`config.mk`:
```
export PLATFORM = sky130hd
export DESIGN_NAME = wb_stage_flat
export DESIGN_NICKNAME = d
export VERILOG_FILES = /design/src/rtl/wb_stage_if.sv /design/src/rtl/wb_stage.sv /design/src/flat_wrapper.sv
export SDC_FILE = /design/constraint.sdc
export NUM_CORES = 1
export LEC_CHECK = 0
export BUFFER_PORTS_ARGS = -buffer_cell sky130_fd_sc_hd__clkbuf_2
export CORE_MARGIN = 3
export CORE_UTILIZATION = 35
export DETAILED_ROUTE_END_ITERATION = 10
export RECOVER_POWER = 50
export REMOVE_ABC_BUFFERS = 1
export SLEW_MARGIN = 20
export SYNTH_ARGS = -nofsm -noshare
export SYNTH_HDL_FRONTEND = slang
export SYNTH_SLANG_ARGS = --single-unit
export TNS_END_PERCENT = 5
```
`constraint.sdc`:
```
create_clock -name clk -period 2.52 [get_ports clk]
set_input_delay 0.252 -clock clk [delete_from_list [all_inputs] [get_ports clk]]
set_output_delay 0.252 -clock clk [all_outputs]
set_load 0.02 [all_outputs]
```
`src/rtl/wb_stage_if.sv`:
```
// Bus between mem_stage (master side) and the writeback stage (slave side),
// including the accelerator done/result lines and the register-file write port.
interface wb_stage_if #(
    parameter int DATA_W = 19,
    parameter int REG_AW = 5,
    parameter int CNT_W  = 16
);
    logic              valid_in;
    logic [DATA_W-1:0] alu_result;
    logic [DATA_W-1:0] read_data;
    logic [DATA_W-1:0] pc_plus1;
    logic [REG_AW-1:0] rd_addr;
    logic              reg_write;
    logic [1:0]        wb_sel;
    logic              fft_strt;
    logic              crypto_en;
    logic              fft_done;
    logic [DATA_W-1:0] fft_result;
    logic              crypto_done;
    logic [DATA_W-1:0] crypto_result;
    logic              err_clr;
    logic              rf_we;
    logic [REG_AW-1:0] rf_waddr;
    logic [DATA_W-1:0] rf_wdata;
    logic              stall_out;
    logic              acc_err;
    logic [CNT_W-1:0]  retire_cnt;

    // Handshake: an instruction transfers on a rising edge where valid_in=1
    // and stall_out=0; while stall_out=1 upstream holds and valid_in is ignored.
    modport master (
        output valid_in, alu_result, read_data, pc_plus1, rd_addr, reg_write,
               wb_sel, fft_strt, crypto_en, fft_done, fft_result, crypto_done,
               crypto_result, err_clr,
        input  rf_we, rf_waddr, rf_wdata, stall_out, acc_err, retire_cnt
    );

    modport slave (
        input  valid_in, alu_result, read_data, pc_plus1, rd_addr, reg_write,
               wb_sel, fft_strt, crypto_en, fft_done, fft_result, crypto_done,
               crypto_result, err_clr,
        output rf_we, rf_waddr, rf_wdata, stall_out, acc_err, retire_cnt
    );
endinterface

```
`src/rtl/wb_stage.sv`:
```
// Writeback stage: MEM/WB register, writeback source select, and a stall FSM
// that waits (bounded by TIMEOUT) for the FFT or crypto accelerator result.
module wb_stage #(
    parameter int DATA_W  = 19,
    parameter int REG_AW  = 5,
    parameter int TIMEOUT = 64,
    parameter int CNT_W   = 16
) (
    input  logic       clk,
    input  logic       rst_n,
    wb_stage_if.slave  bus,
    output logic [1:0] state_o
);
    localparam int CW = $clog2(TIMEOUT + 1);

    typedef enum logic [1:0] {
        IDLE        = 2'd0,
        WAIT_FFT    = 2'd1,
        WAIT_CRYPTO = 2'd2
    } state_t;

    state_t            state_q, state_d;
    logic [CW-1:0]     cnt_q, cnt_d;
    logic              we_q, we_d;
    logic [REG_AW-1:0] waddr_q, waddr_d;
    logic [DATA_W-1:0] wdata_q, wdata_d;
    logic              rw_q, rw_d;
    logic              err_q, err_d;
    logic [CNT_W-1:0]  retire_q, retire_d;
    logic              err_set;
    logic              rw_nz;
    logic [DATA_W-1:0] sel_data;

    assign rw_nz = bus.reg_write && (bus.rd_addr != '0);

    always_comb begin
        sel_data = '0;
        case (bus.wb_sel)
            2'd0:    sel_data = bus.alu_result;
            2'd1:    sel_data = bus.read_data;
            2'd2:    sel_data = bus.pc_plus1;
            default: sel_data = '0;
        endcase
    end

    always_comb begin
        state_d  = state_q;
        cnt_d    = cnt_q;
        we_d     = 1'b0;
        waddr_d  = waddr_q;
        wdata_d  = wdata_q;
        rw_d     = rw_q;
        retire_d = retire_q;
        err_set  = 1'b0;
        case (state_q)
            IDLE: begin
                if (bus.valid_in) begin
                    waddr_d = bus.rd_addr;
                    rw_d    = rw_nz;
                    cnt_d   = '0;
                    if (bus.fft_strt) begin
                        state_d = WAIT_FFT;
                        err_set = bus.crypto_en;
                    end else if (bus.crypto_en) begin
                        state_d = WAIT_CRYPTO;
                    end else begin
                        we_d     = rw_nz;
                        wdata_d  = sel_data;
                        retire_d = retire_q + CNT_W'(1);
                    end
                end
            end
            WAIT_FFT, WAIT_CRYPTO: begin
                cnt_d = cnt_q + CW'(1);
                // A matching done in the expiry cycle still completes normally.
                if ((state_q == WAIT_FFT) ? bus.fft_done : bus.crypto_done) begin
                    state_d  = IDLE;
                    we_d     = rw_q;
                    wdata_d  = (state_q == WAIT_FFT) ? bus.fft_result : bus.crypto_result;
                    retire_d = retire_q + CNT_W'(1);
                end else if (cnt_q == CW'(TIMEOUT - 1)) begin
                    state_d  = IDLE;
                    err_set  = 1'b1;
                    retire_d = retire_q + CNT_W'(1);
                end
            end
            default: state_d = IDLE;
        endcase
        err_d = err_set ? 1'b1 : (bus.err_clr ? 1'b0 : err_q);
    end

    always_ff @(posedge clk or negedge rst_n) begin
        if (!rst_n) begin
            state_q  <= IDLE;
            cnt_q    <= '0;
            we_q     <= 1'b0;
            waddr_q  <= '0;
            wdata_q  <= '0;
            rw_q     <= 1'b0;
            err_q    <= 1'b0;
            retire_q <= '0;
        end else begin
            state_q  <= state_d;
            cnt_q    <= cnt_d;
            we_q     <= we_d;
            waddr_q  <= waddr_d;
            wdata_q  <= wdata_d;
            rw_q     <= rw_d;
            err_q    <= err_d;
            retire_q <= retire_d;
        end
    end

    assign bus.rf_we      = we_q;
    assign bus.rf_waddr   = waddr_q;
    assign bus.rf_wdata   = wdata_q;
    assign bus.stall_out  = (state_q != IDLE);
    assign bus.acc_err    = err_q;
    assign bus.retire_cnt = retire_q;
    assign state_o        = state_q;
endmodule

```
`src/flat_wrapper.sv`:
```
// flat-port wrapper written by rule: the top's interface ports become plain ports
module wb_stage_flat 
#(
    parameter int DATA_W  = 19,
    parameter int REG_AW  = 5,
    parameter int TIMEOUT = 64,
    parameter int CNT_W   = 16
)
  (clk, rst_n, state_o, bus_valid_in, bus_alu_result, bus_read_data, bus_pc_plus1, bus_rd_addr, bus_reg_write, bus_wb_sel, bus_fft_strt, bus_crypto_en, bus_fft_done, bus_fft_result, bus_crypto_done, bus_crypto_result, bus_err_clr, bus_rf_we, bus_rf_waddr, bus_rf_wdata, bus_stall_out, bus_acc_err, bus_retire_cnt);
  wb_stage_if #(.DATA_W(DATA_W), .REG_AW(REG_AW), .CNT_W(CNT_W)) bus_i ();
  input  logic clk;
  input  logic rst_n;
  output logic [1:0] state_o;
  input wire logic [$bits(bus_i.valid_in)-1:0] bus_valid_in;
  input wire logic [$bits(bus_i.alu_result)-1:0] bus_alu_result;
  input wire logic [$bits(bus_i.read_data)-1:0] bus_read_data;
  input wire logic [$bits(bus_i.pc_plus1)-1:0] bus_pc_plus1;
  input wire logic [$bits(bus_i.rd_addr)-1:0] bus_rd_addr;
  input wire logic [$bits(bus_i.reg_write)-1:0] bus_reg_write;
  input wire logic [$bits(bus_i.wb_sel)-1:0] bus_wb_sel;
  input wire logic [$bits(bus_i.fft_strt)-1:0] bus_fft_strt;
  input wire logic [$bits(bus_i.crypto_en)-1:0] bus_crypto_en;
  input wire logic [$bits(bus_i.fft_done)-1:0] bus_fft_done;
  input wire logic [$bits(bus_i.fft_result)-1:0] bus_fft_result;
  input wire logic [$bits(bus_i.crypto_done)-1:0] bus_crypto_done;
  input wire logic [$bits(bus_i.crypto_result)-1:0] bus_crypto_result;
  input wire logic [$bits(bus_i.err_clr)-1:0] bus_err_clr;
  output wire logic [$bits(bus_i.rf_we)-1:0] bus_rf_we;
  output wire logic [$bits(bus_i.rf_waddr)-1:0] bus_rf_waddr;
  output wire logic [$bits(bus_i.rf_wdata)-1:0] bus_rf_wdata;
  output wire logic [$bits(bus_i.stall_out)-1:0] bus_stall_out;
  output wire logic [$bits(bus_i.acc_err)-1:0] bus_acc_err;
  output wire logic [$bits(bus_i.retire_cnt)-1:0] bus_retire_cnt;
  assign bus_i.valid_in = bus_valid_in;
  assign bus_i.alu_result = bus_alu_result;
  assign bus_i.read_data = bus_read_data;
  assign bus_i.pc_plus1 = bus_pc_plus1;
  assign bus_i.rd_addr = bus_rd_addr;
  assign bus_i.reg_write = bus_reg_write;
  assign bus_i.wb_sel = bus_wb_sel;
  assign bus_i.fft_strt = bus_fft_strt;
  assign bus_i.crypto_en = bus_crypto_en;
  assign bus_i.fft_done = bus_fft_done;
  assign bus_i.fft_result = bus_fft_result;
  assign bus_i.crypto_done = bus_crypto_done;
  assign bus_i.crypto_result = bus_crypto_result;
  assign bus_i.err_clr = bus_err_clr;
  assign bus_rf_we = bus_i.rf_we;
  assign bus_rf_waddr = bus_i.rf_waddr;
  assign bus_rf_wdata = bus_i.rf_wdata;
  assign bus_stall_out = bus_i.stall_out;
  assign bus_acc_err = bus_i.acc_err;
  assign bus_retire_cnt = bus_i.retire_cnt;
  wb_stage #(.DATA_W(DATA_W), .REG_AW(REG_AW), .TIMEOUT(TIMEOUT), .CNT_W(CNT_W)) u_core (.clk(clk), .rst_n(rst_n), .bus(bus_i), .state_o(state_o));
endmodule
```
Word level (Yosys, flattened, before mapping). Index checks and enable logic that the tools add are counted.

Register bits after elaboration: 52. Input port bits: 111. Logic and storage cells: 68.

Add/sub/neg operators: 2. Eq/ne operators: 11. Multiplexer cells: 34. Reductions and logical operators: 13.

Operators with widths (count): 2-to-1 mux 19 bit (5); 2-to-1 mux 16 bit (5); case mux 19 bit (3 select lines) (1); case mux 19 bit (2 select lines) (1); case mux 16 bit (2 select lines) (1); adder 16 x 1 -> 16 bit (second input constant) (1); case mux 7 bit (2 select lines) (1); 2-to-1 mux 1 bit (11); 2-to-1 mux 2 bit (5); AND reduction 5 bit (2); adder 7 x 1 -> 7 bit (second input constant) (1); equality test 7 x 6 -> 1 bit (second input constant) (1); 2-to-1 mux 7 bit (1); inequality test 2 bit (second input constant) (3); nonzero test 2 bit (3); nonzero test 5 bit (1); equality test 2 x 1 -> 1 bit (second input constant) (2); equality test 2 bit (second input constant) (2); logical NOT 2 bit (2); case mux 1 bit (2 select lines) (2); case mux 2 bit (2 select lines) (1); AND reduction 2 bit (2); inequality test 3 x 1 -> 1 bit (second input constant) (1); inequality test 3 bit (second input constant) (1); other kinds (4) (4).

Depth between registers and ports, before layout.
Word-level depth: 6. Gate-level depth with buffers: 8.

Worst setup path after synthesis. Ideal clock, no wire load.

Path type: flip-flop to flip-flop. Start: reg u_core.state_q[0] (netlist: u_core.state_o[0]). End: reg u_core.wdata_q[15] (netlist: u_core.bus.rf_wdata[15]). Setup time: 0.128 ns. Arrival: 2.016 ns. Required time: 2.392 ns. Slack: 0.376 ns. Cell stages (with the launch flop): 9. Buffers on the path: 2. Period minus slack after synthesis: 2.144 ns. Path through: dfrtp_1 > inv_1 > ha_1 > clkbuf_1 > inv_1 > mux2i_4 > nand2_4 > buf_6 > mux2_1.

Cells in the longest elaborated chain, start to end: 4. Elaborated cells between the ends (all ways): 14.

Ends and longest elaborated chain: start, declared (RTL line wb_stage.sv:22) `state_t state_q, state_d;`; start signal, assigned (RTL line wb_stage.sv:103) `state_q <= state_d;`; equality test 2 bit or equality test 2 x 1 -> 1 bit (tied branches) (RTL line wb_stage.sv:55, wb_stage.sv:76, wb_stage.sv:79); OR reduction 2 bit, or another cell as far along (RTL line wb_stage.sv:55) `case (state_q)`; inequality test 2 x 1 -> 1 bit (no source line), or another cell as far along; AND reduction 5 bit (no source line) or case mux 19 bit (2 select lines) (tied branches); end signal, assigned (RTL line wb_stage.sv:107) `wdata_q <= wdata_d;`; end, declared (RTL line wb_stage.sv:26) `logic [DATA_W-1:0] wdata_q, wdata_d;`.

Several ways; a longest one is shown, not always the timed one. The select of a mux whose other input is x is not followed. A chain may end at the register's enable or synchronous reset.

Worst setup path after layout.
Start: reg u_core.state_q[0] (netlist: u_core.state_o[0]). End: reg u_core.wdata_q[11] (netlist: u_core.bus.rf_wdata[11]).

The elaborated chain is that of the path after synthesis.

==> impl_metrics.yaml <==
power_and_ir_drop:
  combPwrFrac_pct: 54.5
  p_clk_share_pct: 14.1
  internal-power_w: 0.00250
  sw_frac_of_total_pct: 43.3
  vdd_drop_max_mv: 0.704
  p_switching_w: 0.00191
  leakage_nw: 1.89
  p_per_area_nw_per_um2: 1070
  seq_power_share_pct: 31.4
yosys:
  yosysUniqueCellTypes: 42
  async_flop_share_pct: 100
  synth_seq_cells: 52
  syn_area_per_cell_um2: 10.9
  synth_top_cell_area_share_pct: 41.8
  yosys_warnings: 0
  synthCells: 285
  synth_ff_type: "dfrtp_1"
  syn-cell-area_um2: 3120
  seq_area_frac_synth_pct: 41.8
  synth_area_leader_cell: "dfrtp_1"
  synth-edff-count: 0
  synthTopCellsByArea: "dfrtp_1 42%, mux2_2 15%, mux2i_1 6.4%"
timing:
  post-route-period-util_pct: 82.1
  fin_crit_ns: 2.07
  slew_headroom_pct: -22.9
  setup_tns_ns: 0
  finalMaxSlewViolations: 35
  max_freq_mhz: 483
  setup_viol: 0
  hold_viol: 0
  worstMarginPinSlew_ns: 1.84
  rsz0062_at_grt: "false"
  final.setup_skew_ns: 0.0107
critical_path:
  cp-end-kind: "flip-flop"
  critPathKind: "flip-flop to flip-flop"
  r2r_start: "u_core.state_o[0]"
  r2r_end: "u_core.bus.rf_wdata[11]"
  crit_required_ns: 2.71
  rrSetupSlack_ns: 0.45
  cp-endpoint: "u_core.bus.rf_wdata[11]"
  crit_fanout: 29
  crit_path_start_kind: "flip-flop"
  worstSetupStartpoint: "u_core.state_o[0]"
  cp_data_arrival_time_ns: 2.26
  rr_worst_depth: 6
floorplan:
  die_w_um: 100
  row_count: 33
  fp.dieArea_um2: 10100
  initial_utilization_pct: 37.0
  pin_count: 156
  floorplan.die.height_um: 100
  core_um2: 8420
finish:
  drive_gt1_share_pct: 44.3
  nets: 555
  syn_to_final_growth_pct: 31.5
  n_antenna_cell: 0
  post-route-util_pct: 48.7
  fill_cells: 803
  final_area_um2: 4100
  multiInputGateArea_um2: 1710
  regArea_um2: 1300
detailed_routing:
  routed.top_layer: "met4"
  vias: 2844
  met2WireLength_um: 4310
  drtIter0Drc: 98
  drc: 0
  totalWireLength_um: 8740
  dr_wl_met3_um: 919
  detail_route.vias_per_cell: 5.22
  wl_per_cell_um: 16.0
  antenna_left: 0
  met1Wirelength_um: 3430
  dr.pass1.iters: 4
clocking:
  cts_hold_buf: 0
  cts-root-buf: "clkbuf_8"
  path_clk_slew_ns: 0.10
  htree_levels: 2
  cts.sinks: 52
  clkLatencyLatePin_ns: 0.30
  cts_resized: 0
  post_cts_buffers: 0
  cts_buffer_depth: 2
  cts_made_buffers: 5
  cts_tree: "yes"
global_route:
  grt_pass1_vias: 2876
  grt_util_all_layers_pct: 17.0
  grt_pass1_wl_um: 13700
  grt_max_degree: 35
  grt-ovfl-total: 0
  antenna_found_initial: 0
placed_design:
  port_buffers: 155
  hpwl_um: 7040
  globalplace.congestion: 0.794
  place_area_um2: 4010
outcome:
  violations: "capacitance limit, slew limit"
  status: "finished with violations"
flow_run:
  maxCapViolations: 1
hold_path:
  hold_path_class: "input pin to flip-flop"
==> cell usage in the layout (no fill, tap or decap), types with 2 or more instances in the layout <==
master	n
nor2_1	9
mux2_1	2
a221oi_1	19
mux2i_1	20
buf_4	6
inv_1	7
o31ai_1	3
dfrtp_1	52
clkbuf_1	25
nand3_1	14
clkbuf_2	132
nand2_1	14
a2111oi_4	2
ha_1	5
xnor2_1	15
clkbuf_8	7
a21oi_1	22
and3_1	4
nand4_1	5
mux2_2	41
o22ai_1	3
nand2b_1	2
o21ai_0	9
nor3_1	2
==> worst max-delay path, stage by stage (launching register included) <==
cell and delay, ns:
dfrtp_1 0.44, inv_1 0.09, ha_1 0.32, buf_4 0.31
nand2_1 0.17, nand2_4 0.26, mux2_2 0.38
==> registers in the layout, summed over array words and instances (netlist names) <==
| name | cells |
|---|---|
| u_core.bus.rf_we | 1 |
| u_core.cnt_q | 7 |
| u_core.state_o | 2 |
| u_core.bus.retire_cnt | 16 |
| u_core.bus.rf_waddr | 5 |
| u_core.bus.acc_err | 1 |
| u_core.rw_q | 1 |
| u_core.bus.rf_wdata | 19 |
==> area by class of cell <==
class,instances,share of cell area (%)
timing repair buffer,163,19.5
inverter,8,0.733
sequential,52,31.7
clock inverter,1,0.733
tap,105,3.21
clock buffer,7,2.35
multi-input combinational,209,41.7
==> logic make-up after synthesis <==
family,count (synthesis),share of synthesized area [%]
simple gates,58,9.59
xor+xnor,15,4.22
compound gates,66,15.9
fa+ha+maj,5,2.01
flops,52,41.8
mux,65,23.2
buf+inv,24,3.37
==> Yosys cell counts, types with 7 or more instances <==
master,count
dfrtp_1,52
mux2_2,41
a21oi_1,22
mux2i_1,20
a221oi_1,19
xnor2_1,15
nand2_1,14
nand3_1,14
clkbuf_1,9
nor2_1,9
o21ai_0,9
inv_1,7
==> how the worst min path moves through the flow <==
stage                               from                        end  slack, ns  cells after the start
after global placement             rst_n   u_core.bus.retire_cnt[9]       0.41                      1
after floorplan                    rst_n         u_core.bus.acc_err      -0.04                      0
final                     bus_rd_addr[1]     u_core.bus.rf_waddr[1]       0.19                      2
after detailed placement           rst_n  u_core.bus.retire_cnt[15]       0.42                      1
after global routing      bus_rd_addr[1]     u_core.bus.rf_waddr[1]       0.19                      2
after CTS                          rst_n     u_core.bus.rf_waddr[0]       0.08                      1
==> power groups by stage <==
| stage | Combinational (W) | Clock [W] | Sequential, W |
|---|---|---|---|
| floorplan | 0.00135 | 0 | 0.00170 |
| global placement | 0.00242 | 0 | 0.00140 |
| detailed placement | 0.00247 | 0 | 0.00140 |
| CTS | 0.00248 | 0.000636 | 0.00139 |
| global route | 0.00263 | 0.000679 | 0.00143 |
| finish | 0.00240 | 0.000620 | 0.00138 |
==> metrics by stage <==
step	total power [W]	std cells	setup WS (ns)	hold WS, ns
CTS	0.00450	545	0.446	0.0843
finish	0.00440	545	0.450	0.190
floorplan	0.00306	269	-0.139	-0.0436
global route	0.00473	545	0.300	0.186
detailed placement	0.00387	537	0.453	0.421
global placement	0.00382	537	0.525	0.408
==> routing by layer <==
layer  up-vias  track usage [%]
li1       1375                -
met1      1333             20.1
met4         0             2.49
met2       129             31.0
met5         -                0
met3         7             4.79
(Power assumes the default switching activity.)
